$ cat src/rtl/rmgmt_bridge_pkg.sv
// Shared definitions for the RISC-MGMT memory bridge: the bridge FSM state
// encoding and the alignment rule the hazard unit also applies.
package rmgmt_bridge_pkg;

  typedef enum logic [1:0] {
    IDLE      = 2'd0,
    PIPE_XFER = 2'd1,
    RM_XFER   = 2'd2,
    RM_DONE   = 2'd3
  } bridge_state_e;

  // Word accesses need addr[1:0]==0; halfword accesses (either lane pair) need addr[0]==0.
  function automatic logic rm_is_misaligned(input logic [1:0] addr_lsb,
                                            input logic [3:0] byte_en);
    logic word_bad;
    logic half_bad;
    word_bad = (byte_en == 4'b1111) && (addr_lsb != 2'b00);
    half_bad = ((byte_en == 4'b0011) || (byte_en == 4'b1100)) && addr_lsb[0];
    return word_bad || half_bad;
  endfunction

endpackage

$ cat src/rtl/rmgmt_mem_bridge.sv
// Arbitrates RISC-MGMT extension memory requests against the execute stage on
// the single data bus; the bus is driven only from latched request registers.
module rmgmt_mem_bridge
  import rmgmt_bridge_pkg::*;
#(
  parameter int RM_MAX_WAIT = 4
) (
  input  logic        CLK,
  input  logic        RST,
  input  logic        rm_req_mem,
  input  logic [31:0] rm_mem_addr,
  input  logic [31:0] rm_mem_store,
  input  logic        rm_mem_ren,
  input  logic        rm_mem_wen,
  input  logic [3:0]  rm_mem_byte_en,
  output logic [31:0] rm_mem_load,
  output logic        rm_mem_busy,
  output logic        rm_misaligned,
  input  logic        flush,
  input  logic        pipe_ren,
  input  logic        pipe_wen,
  input  logic [31:0] pipe_addr,
  input  logic [31:0] pipe_wdata,
  input  logic [3:0]  pipe_byte_en,
  output logic [31:0] pipe_rdata,
  output logic        pipe_busy,
  output logic [31:0] bus_addr,
  output logic [31:0] bus_wdata,
  output logic        bus_ren,
  output logic        bus_wen,
  output logic [3:0]  bus_byte_en,
  input  logic [31:0] bus_rdata,
  input  logic        bus_busy
);

  localparam logic [3:0] WAIT_MAX = 4'(RM_MAX_WAIT);

  bridge_state_e state_reg, state_next;
  logic [3:0]    wait_cnt_reg;
  logic          drop_reg, drop_next;
  logic [31:0]   load_reg;
  logic [31:0]   req_addr_reg, req_wdata_reg;
  logic [3:0]    req_be_reg;
  logic          req_ren_reg, req_wen_reg;

  logic rm_rw, rm_valid, pipe_valid, wait_full;
  logic rm_grant, pipe_grant, in_xfer, rm_capture;

  assign rm_rw         = rm_req_mem & (rm_mem_ren | rm_mem_wen);
  assign rm_misaligned = rm_rw & rm_is_misaligned(rm_mem_addr[1:0], rm_mem_byte_en);
  assign rm_valid      = rm_rw & ~rm_misaligned;
  assign pipe_valid    = pipe_ren | pipe_wen;
  assign wait_full     = (wait_cnt_reg == WAIT_MAX);

  assign rm_grant   = (state_reg == IDLE) & rm_valid & ~flush & (~pipe_valid | wait_full);
  assign pipe_grant = (state_reg == IDLE) & ~rm_grant & pipe_valid;

  always_comb begin
    state_next = state_reg;
    drop_next  = 1'b0;
    case (state_reg)
      IDLE: begin
        if (rm_grant)        state_next = RM_XFER;
        else if (pipe_grant) state_next = PIPE_XFER;
      end
      PIPE_XFER: if (!bus_busy) state_next = IDLE;
      RM_XFER: begin
        // A flush cannot abort the bus cycle; it only suppresses the result.
        if (!bus_busy) state_next = (drop_reg | flush) ? IDLE : RM_DONE;
        else           drop_next  = drop_reg | flush;
      end
      RM_DONE: state_next = IDLE;
      default: state_next = IDLE;
    endcase
  end

  assign rm_capture = (state_reg == RM_XFER) & ~bus_busy & req_ren_reg & ~drop_reg & ~flush;

  always_ff @(posedge CLK) begin
    if (RST) begin
      state_reg     <= IDLE;
      wait_cnt_reg  <= 4'd0;
      drop_reg      <= 1'b0;
      load_reg      <= 32'd0;
      req_addr_reg  <= 32'd0;
      req_wdata_reg <= 32'd0;
      req_be_reg    <= 4'd0;
      req_ren_reg   <= 1'b0;
      req_wen_reg   <= 1'b0;
    end else begin
      state_reg <= state_next;
      drop_reg  <= drop_next;
      if (rm_capture) load_reg <= bus_rdata;

      // Simultaneous read and write enables are treated as a write.
      if (rm_grant) begin
        req_addr_reg  <= rm_mem_addr;
        req_wdata_reg <= rm_mem_store;
        req_be_reg    <= rm_mem_byte_en;
        req_ren_reg   <= rm_mem_ren & ~rm_mem_wen;
        req_wen_reg   <= rm_mem_wen;
      end else if (pipe_grant) begin
        req_addr_reg  <= pipe_addr;
        req_wdata_reg <= pipe_wdata;
        req_be_reg    <= pipe_byte_en;
        req_ren_reg   <= pipe_ren & ~pipe_wen;
        req_wen_reg   <= pipe_wen;
      end

      if (~rm_req_mem | flush | rm_grant)
        wait_cnt_reg <= 4'd0;
      else if (pipe_grant & rm_valid & ~wait_full)
        wait_cnt_reg <= wait_cnt_reg + 4'd1;
    end
  end

  assign in_xfer     = (state_reg == PIPE_XFER) | (state_reg == RM_XFER);
  assign bus_ren     = req_ren_reg & in_xfer;
  assign bus_wen     = req_wen_reg & in_xfer;
  assign bus_addr    = req_addr_reg;
  assign bus_wdata   = req_wdata_reg;
  assign bus_byte_en = req_be_reg;

  assign rm_mem_load = load_reg;
  assign rm_mem_busy = rm_valid & (state_reg != RM_DONE);
  assign pipe_rdata  = bus_rdata;
  assign pipe_busy   = pipe_valid & ~((state_reg == PIPE_XFER) & ~bus_busy);

endmodule
$ cat config.mk
export PLATFORM = sky130hd
export DESIGN_NAME = rmgmt_mem_bridge
export DESIGN_NICKNAME = d
export VERILOG_FILES = /design/src/rtl/rmgmt_bridge_pkg.sv /design/src/rtl/rmgmt_mem_bridge.sv
export SDC_FILE = /design/constraint.sdc
export NUM_CORES = 1
export LEC_CHECK = 0
export BUFFER_PORTS_ARGS = -buffer_cell sky130_fd_sc_hd__buf_4
export CORE_ASPECT_RATIO = 1.2
export CORE_MARGIN = 5
export CORE_UTILIZATION = 25
export CTS_CLUSTER_DIAMETER = 80
export DETAILED_ROUTE_END_ITERATION = 16
export SYNTH_ARGS = -nofsm -noshare
export SYNTH_HDL_FRONTEND = slang
export SYNTH_SLANG_ARGS = --single-unit
export TNS_END_PERCENT = 20
$ cat constraint.sdc
create_clock -name CLK -period 2.4 [get_ports CLK]
set_input_delay 0.48 -clock CLK [delete_from_list [all_inputs] [get_ports CLK]]
set_output_delay 0.48 -clock CLK [all_outputs]
set_load 0.02 [all_outputs]
After elaboration in Yosys (flattened, before gate mapping)
Index checks and enable logic that the tools add are counted.
{"block": "word_totals", "register_bits": 109, "in_bits": 177, "output_inout_bits": 137, "wordCells": 87}
{"block": "op_classes", "n_addsub": 1, "n_eq_ne": 11, "muxes": 16, "n_bitwise": 40, "reduce_logical": 10}
{"operator": "2-to-1 mux 32 bit", "n": 4}
{"operator": "AND 1 bit", "n": 21}
{"operator": "inverter 1 bit", "n": 12}
{"operator": "2-to-1 mux 2 bit", "n": 5}
{"operator": "equality test 4 bit (second input constant)", "n": 2}
{"operator": "2-to-1 mux 4 bit", "n": 2}
{"operator": "one-hot mux 2 bit (4 select lines)", "n": 1}
{"operator": "bitwise OR 1 bit", "n": 7}
{"operator": "inequality test 2 bit (second input constant)", "n": 3}
{"operator": "adder 4 x 1 -> 4 bit (second input constant)", "n": 1}
{"operator": "equality test 2 bit (second input constant)", "n": 2}
{"operator": "equality test 4 x 2 -> 1 bit (second input constant)", "n": 1}
{"operator": "equality test 4 x 3 -> 1 bit (second input constant)", "n": 1}
{"operator": "2-to-1 mux 1 bit", "n": 4}
{"operator": "nonzero test 2 bit", "n": 2}
{"operator": "inequality test 3 bit (second input constant)", "n": 1}
{"operator": "AND reduction 3 bit", "n": 1}
{"operator": "OR reduction 3 bit", "n": 1}
{"operator": "equality test 2 x 1 -> 1 bit (second input constant)", "n": 1}
{"operator": "logical AND 1 bit", "n": 2}
{"operator": "zero test 2 bit", "n": 1}
{"operator": "logical OR 1 bit", "n": 2}
{"operator": "OR reduction 2 bit", "n": 1}

Logic depth before layout (Yosys ltp)
{"block": "depth", "word_depth": 16, "depth_mapped": 10, "depth_no_buf": 7}

Least setup slack after synthesis
OpenSTA, ideal clock, no wires.
{"block": "synth_timing", "path_type": "input port to flip-flop", "startpoint": "input rm_mem_byte_en[3]", "endpoint": "register req_wdata_reg[15] (netlist: bus_wdata[15])", "setup_time_ps": 133, "arrival_ps": 1820, "t_required_ps": 2267, "slack_ps": 447, "stages": 7, "path_buffers": 3, "cell_sequence": "or3b_1 > a21oi_2 > nand4bb_1 > buf_6 > buf_8 > buf_2 > a311oi_1"}
{"block": "synth_via", "elab_chain_len": 14, "word_cells_on_any_way": 18, "cone_classes": "eq/ne (3); mux (1); bitwise (9); reduce/logical (5)"}
{"element": "start: declaration", "line_no": "rmgmt_mem_bridge.sv:15", "text": "input logic [3:0] rm_mem_byte_en,"}
{"element": "equality test 4 x 2 -> 1 bit / equality test 4 bit (equally long branches)", "line_no": "rmgmt_bridge_pkg.sv:18", "text": "half_bad = ((byte_en == 4'b0011) || (byte_en == 4'b1100)) && addr_lsb[0];"}
{"element": "logical OR 1 bit", "line_no": "rmgmt_bridge_pkg.sv:18"}
{"element": "logical AND 1 bit", "line_no": "rmgmt_bridge_pkg.sv:18"}
{"element": "logical OR 1 bit (*)", "line_no": "rmgmt_bridge_pkg.sv:19", "text": "return word_bad || half_bad;"}
{"element": "AND 1 bit (*)", "line_no": "rmgmt_mem_bridge.sv:50", "text": "assign rm_misaligned = rm_rw & rm_is_misaligned(rm_mem_addr[1:0], rm_mem_byte_en);"}
{"element": "inverter 1 bit (*)", "line_no": "rmgmt_mem_bridge.sv:51", "text": "assign rm_valid = rm_rw & ~rm_misaligned;"}
{"element": "AND 1 bit (*)", "line_no": "rmgmt_mem_bridge.sv:51"}
{"element": "AND 1 bit (*) (3 in series)", "line_no": "rmgmt_mem_bridge.sv:55", "text": "assign rm_grant = (state_reg == IDLE) & rm_valid & ~flush & (~pipe_valid | wait_full);"}
{"element": "inverter 1 bit", "line_no": "rmgmt_mem_bridge.sv:56", "text": "assign pipe_grant = (state_reg == IDLE) & ~rm_grant & pipe_valid;"}
{"element": "AND 1 bit (2 in series)", "line_no": "rmgmt_mem_bridge.sv:56"}
{"element": "nonzero test 2 bit (no line)"}
{"element": "end signal: assignment", "line_no": "rmgmt_mem_bridge.sv:98", "text": "req_wdata_reg <= rm_mem_store;"}
{"element": "end signal: assignment", "line_no": "rmgmt_mem_bridge.sv:104", "text": "req_wdata_reg <= pipe_wdata;"}
{"element": "end: declaration", "line_no": "rmgmt_mem_bridge.sv:42", "text": "logic [31:0] req_addr_reg, req_wdata_reg;"}
Mark *: on every way between the ends. The rest lies on a longest branch, timed or not.
A chain may end at the register's enable or synchronous reset.

Worst setup path in the final report
{"block": "layout_timing", "startpoint": "input rm_mem_byte_en[3]", "endpoint": "output rm_misaligned"}
{"block": "layout_via", "elab_chain_len": 5, "word_cells_on_any_way": 8, "cone_classes": "eq/ne (3); bitwise (1); reduce/logical (4)"}
{"element": "equality test 4 x 2 -> 1 bit / equality test 4 bit (equally long branches)", "line_no": "rmgmt_bridge_pkg.sv:18"}
{"element": "logical OR 1 bit", "line_no": "rmgmt_bridge_pkg.sv:18"}
{"element": "logical AND 1 bit", "line_no": "rmgmt_bridge_pkg.sv:18"}
{"element": "logical OR 1 bit (*)", "line_no": "rmgmt_bridge_pkg.sv:19"}
{"element": "AND 1 bit (*)", "line_no": "rmgmt_mem_bridge.sv:50"}
{"element": "end: declaration", "line_no": "rmgmt_mem_bridge.sv:18", "text": "output logic rm_misaligned,"}
Marked as above.

==> reports/results.tsv <==
metric	value	unit
CP Launch Type	input pin	
Net Sw Frac	35.0	%
CP endpoint	rm_misaligned	
Max Clock Freq	0.470	GHz
slowest stage delay, CP	0.38	ns
DRC violations left	0	
# IOs	314	
drt wl/cell	15.7	um
P_int	3.51	mW
synth top area cells	dfxtp_1, nand2_1, a311oi_1, nor2_1, buf_4	
antenna diode count	0	
Power Density	711	nW/um^2
DRT Pass-1 Iters	4	
Worst Skew	0.00669	ns
worst hold slack	0.378	ns
Iter 0 DRT Violations	181	
worst-path fanout max	7	
most used cell, CP	buf_4	
Detail Placement HPWL	13.6	mm
hold-fix buffers at CTS	0	
r2r endpoint	req_wen_reg$_SDFFE_PP0P_	
Fin. Hold Viols	0	
vias in the first global route	5054	
endpoints failing setup	0	
Final Wtd Congestion	0.779	
internal reg-to-reg setup slack	0.34	ns
Cells after DPL	1137	
Power, Total	5.40	mW
share of synthesized registers carrying an async set or reset	0	%
final instance area	7590	sq um
dpl cell area	7300	sq um
Placement Setup Slack	0.150	ns
commonest cells after routing, fill and taps aside	buf_4, nand2_1, dfxtp_1	
VDD IR-drop max	0.000338	V
Post-synth EDFFs	0	
total grt overflow	0	
worst setup margin	0.273	ns
Worst Path Buf+Inv	3	
CP max-delay cell	or3b_1	
synthesis-to-layout area growth	53.2	%
Setup Buffers After CTS	0	
post-synth top area share	44.1	%
status	finished clean	
first-pass GRT wire length	27.3	mm
Sw Pwr	1.89	mW
Slew Viols, Final	0	
Slew headroom	49.6	%
register area share after synthesis	44.1	%
setup tns final	0	ns
reg2reg path depth	8	
Max Cap Violations	0	
Critical Setup Path Class	input pin to output pin	
leakage	3.37	nW
Synth warnings	0	
via/cell ratio	4.57	
Die Footprint	22700	sq um
CP top delay family	buffers and inverters	
largest net degree at the start of global routing	79	
Critical Path Source	rm_mem_byte_en[3]	
CTS Sinks	109	
# rows	56	
clock transition at the registers of the reported paths	0.08	ns
H-tree depth	3	
commonest non-fill, non-tap cell in the layout	buf_4	
Synth cell types	36	
GR Util All Layers	14.9	%
Flop pwr share	39.6	%
post-synthesis cell area	4950	sq um
CTS tree	done	
largest area contributor in the netlist	dfxtp_1	
CTS Root Cell	clkbuf_16	
I/O Buffers	313	
post-CTS resize count	0	
Clock Path Buffers	2	
Final min period	2.13	ns
RSZ-0062 raised after global routing	false	
Post-Syn Instances	631	
Critical Path End Type	output pin	
clk_lat worst skew	0.35	ns
Post-layout nets	1071	
layout cells sized above 1	39.1	%
number of cells on the critical path	6	
crit path cell chain	buf_4 -> or3b_1 -> a21oi_2 -> buf_4 -> o21a_1 -> buf_4	
Critical Path RT	1.92	ns
worst slew pin tran	0.753	ns
Clock Power Share	27.3	%
CP arrival	1.65	ns
Core Region	19500	sq um
final core occ	38.8	%
Hold Crit Class	input pin to flip-flop	
RR Startpoint	wait_cnt_reg[0]$_SDFFE_PP0P_	
power share of the combinational group	33.1	%
final wirelength	18.1	mm
total CTS buffers	9	
Synth Flop Type	dfxtp_1	
part of the cycle the worst path needs	88.6	%
Detail Route Antenna Nets	0	
number of synthesized register bits	109	
Mapped Nets	815	
post-route non-filler standard cell count	1153	
Die X	138	um
DR vias	5273	
initial core utilization	25.3	%
synthesized area per cell	7.85	sq um
initial antenna violation count	0	
chip height	164	um
synthesized netlist by cell type, drive strengths merged (2+ instances only):
cell,n
a311oi,68
o21ai,5
and3,2
nor2,75
o211ai,3
nand3,2
and2,2
nor4b,5
nor3,4
ha,7
dfxtp,109
or3b,2
clkbuf,32
o21a,3
nor3b,2
xnor2,3
buf,49
inv,7
nand2,207
a21oi,35
layer usage:
layer | routed length (um) | global-route usage, % | part of all wire (%) | vias up
met5 | 0 | 0 | 0 | -
met4 | 466 | 6.06 | 2.6 | 0
met3 | 1640 | 5.07 | 9.1 | 30
met2 | 8880 | 25.1 | 49 | 225
met1 | 7070 | 17.5 | 39 | 2389
li1 | - | - | - | 2629
worst register-to-register path: stages, from the launching register on:
cell and delay, ns:
dfxtp_1 0.34, inv_1 0.06, ha_1 0.14, nand3b_1 0.12
o21ai_0 0.23, nand4bb_4 0.21, buf_4 0.23, or3b_2 0.47
and3_1 0.17
power by group through the flow:
stage,logic (mW),registers [mW],clock network (mW)
floorplan,0.736,2.41,0
detailed placement,1.82,2.18,0
global route,1.94,2.17,1.61
finish,1.79,2.14,1.47
CTS,1.82,2.14,1.55
global placement,1.81,2.18,0
final cells by class:
type	instances	area [sq um]
fill	2029	12000
timing repair buffer	326	2500
multi-input combinational	434	2270
sequential	109	2180
tap	261	327
clock buffer	9	225
clock inverter	7	58.8
inverter	7	26.3
logic make-up after synthesis:
family | share of synthesized area [%]
muxes | 0.202
AOI/OAI and AO/OA | 17.8
DFF | 44.1
xor gates and xnor gates | 0.531
buffers and inverters | 10.8
and+or+nand+nor | 24.8
adders and majority gates | 1.77
worst min-delay path by stage:
| stage | startpoint | end | slack, ns | cells after the start |
|---|---|---|---|---|
| CTS | bus_rdata[9] | rm_mem_load[9]$_SDFFE_PP0P_ | 0.36 | 3 |
| global route | bus_rdata[7] | rm_mem_load[7]$_SDFFE_PP0P_ | 0.38 | 3 |
| global placement | rm_mem_load[27]$_SDFFE_PP0P_ | rm_mem_load[27]$_SDFFE_PP0P_ | 0.44 | 2 |
| finish | bus_rdata[18] | rm_mem_load[18]$_SDFFE_PP0P_ | 0.38 | 3 |
| floorplan | wait_cnt_reg[3]$_SDFFE_PP0P_ | wait_cnt_reg[3]$_SDFFE_PP0P_ | 0.51 | 2 |
| detailed placement | rm_mem_load[14]$_SDFFE_PP0P_ | rm_mem_load[14]$_SDFFE_PP0P_ | 0.45 | 2 |
No activity file was read; power rests on OpenSTA's default activity.
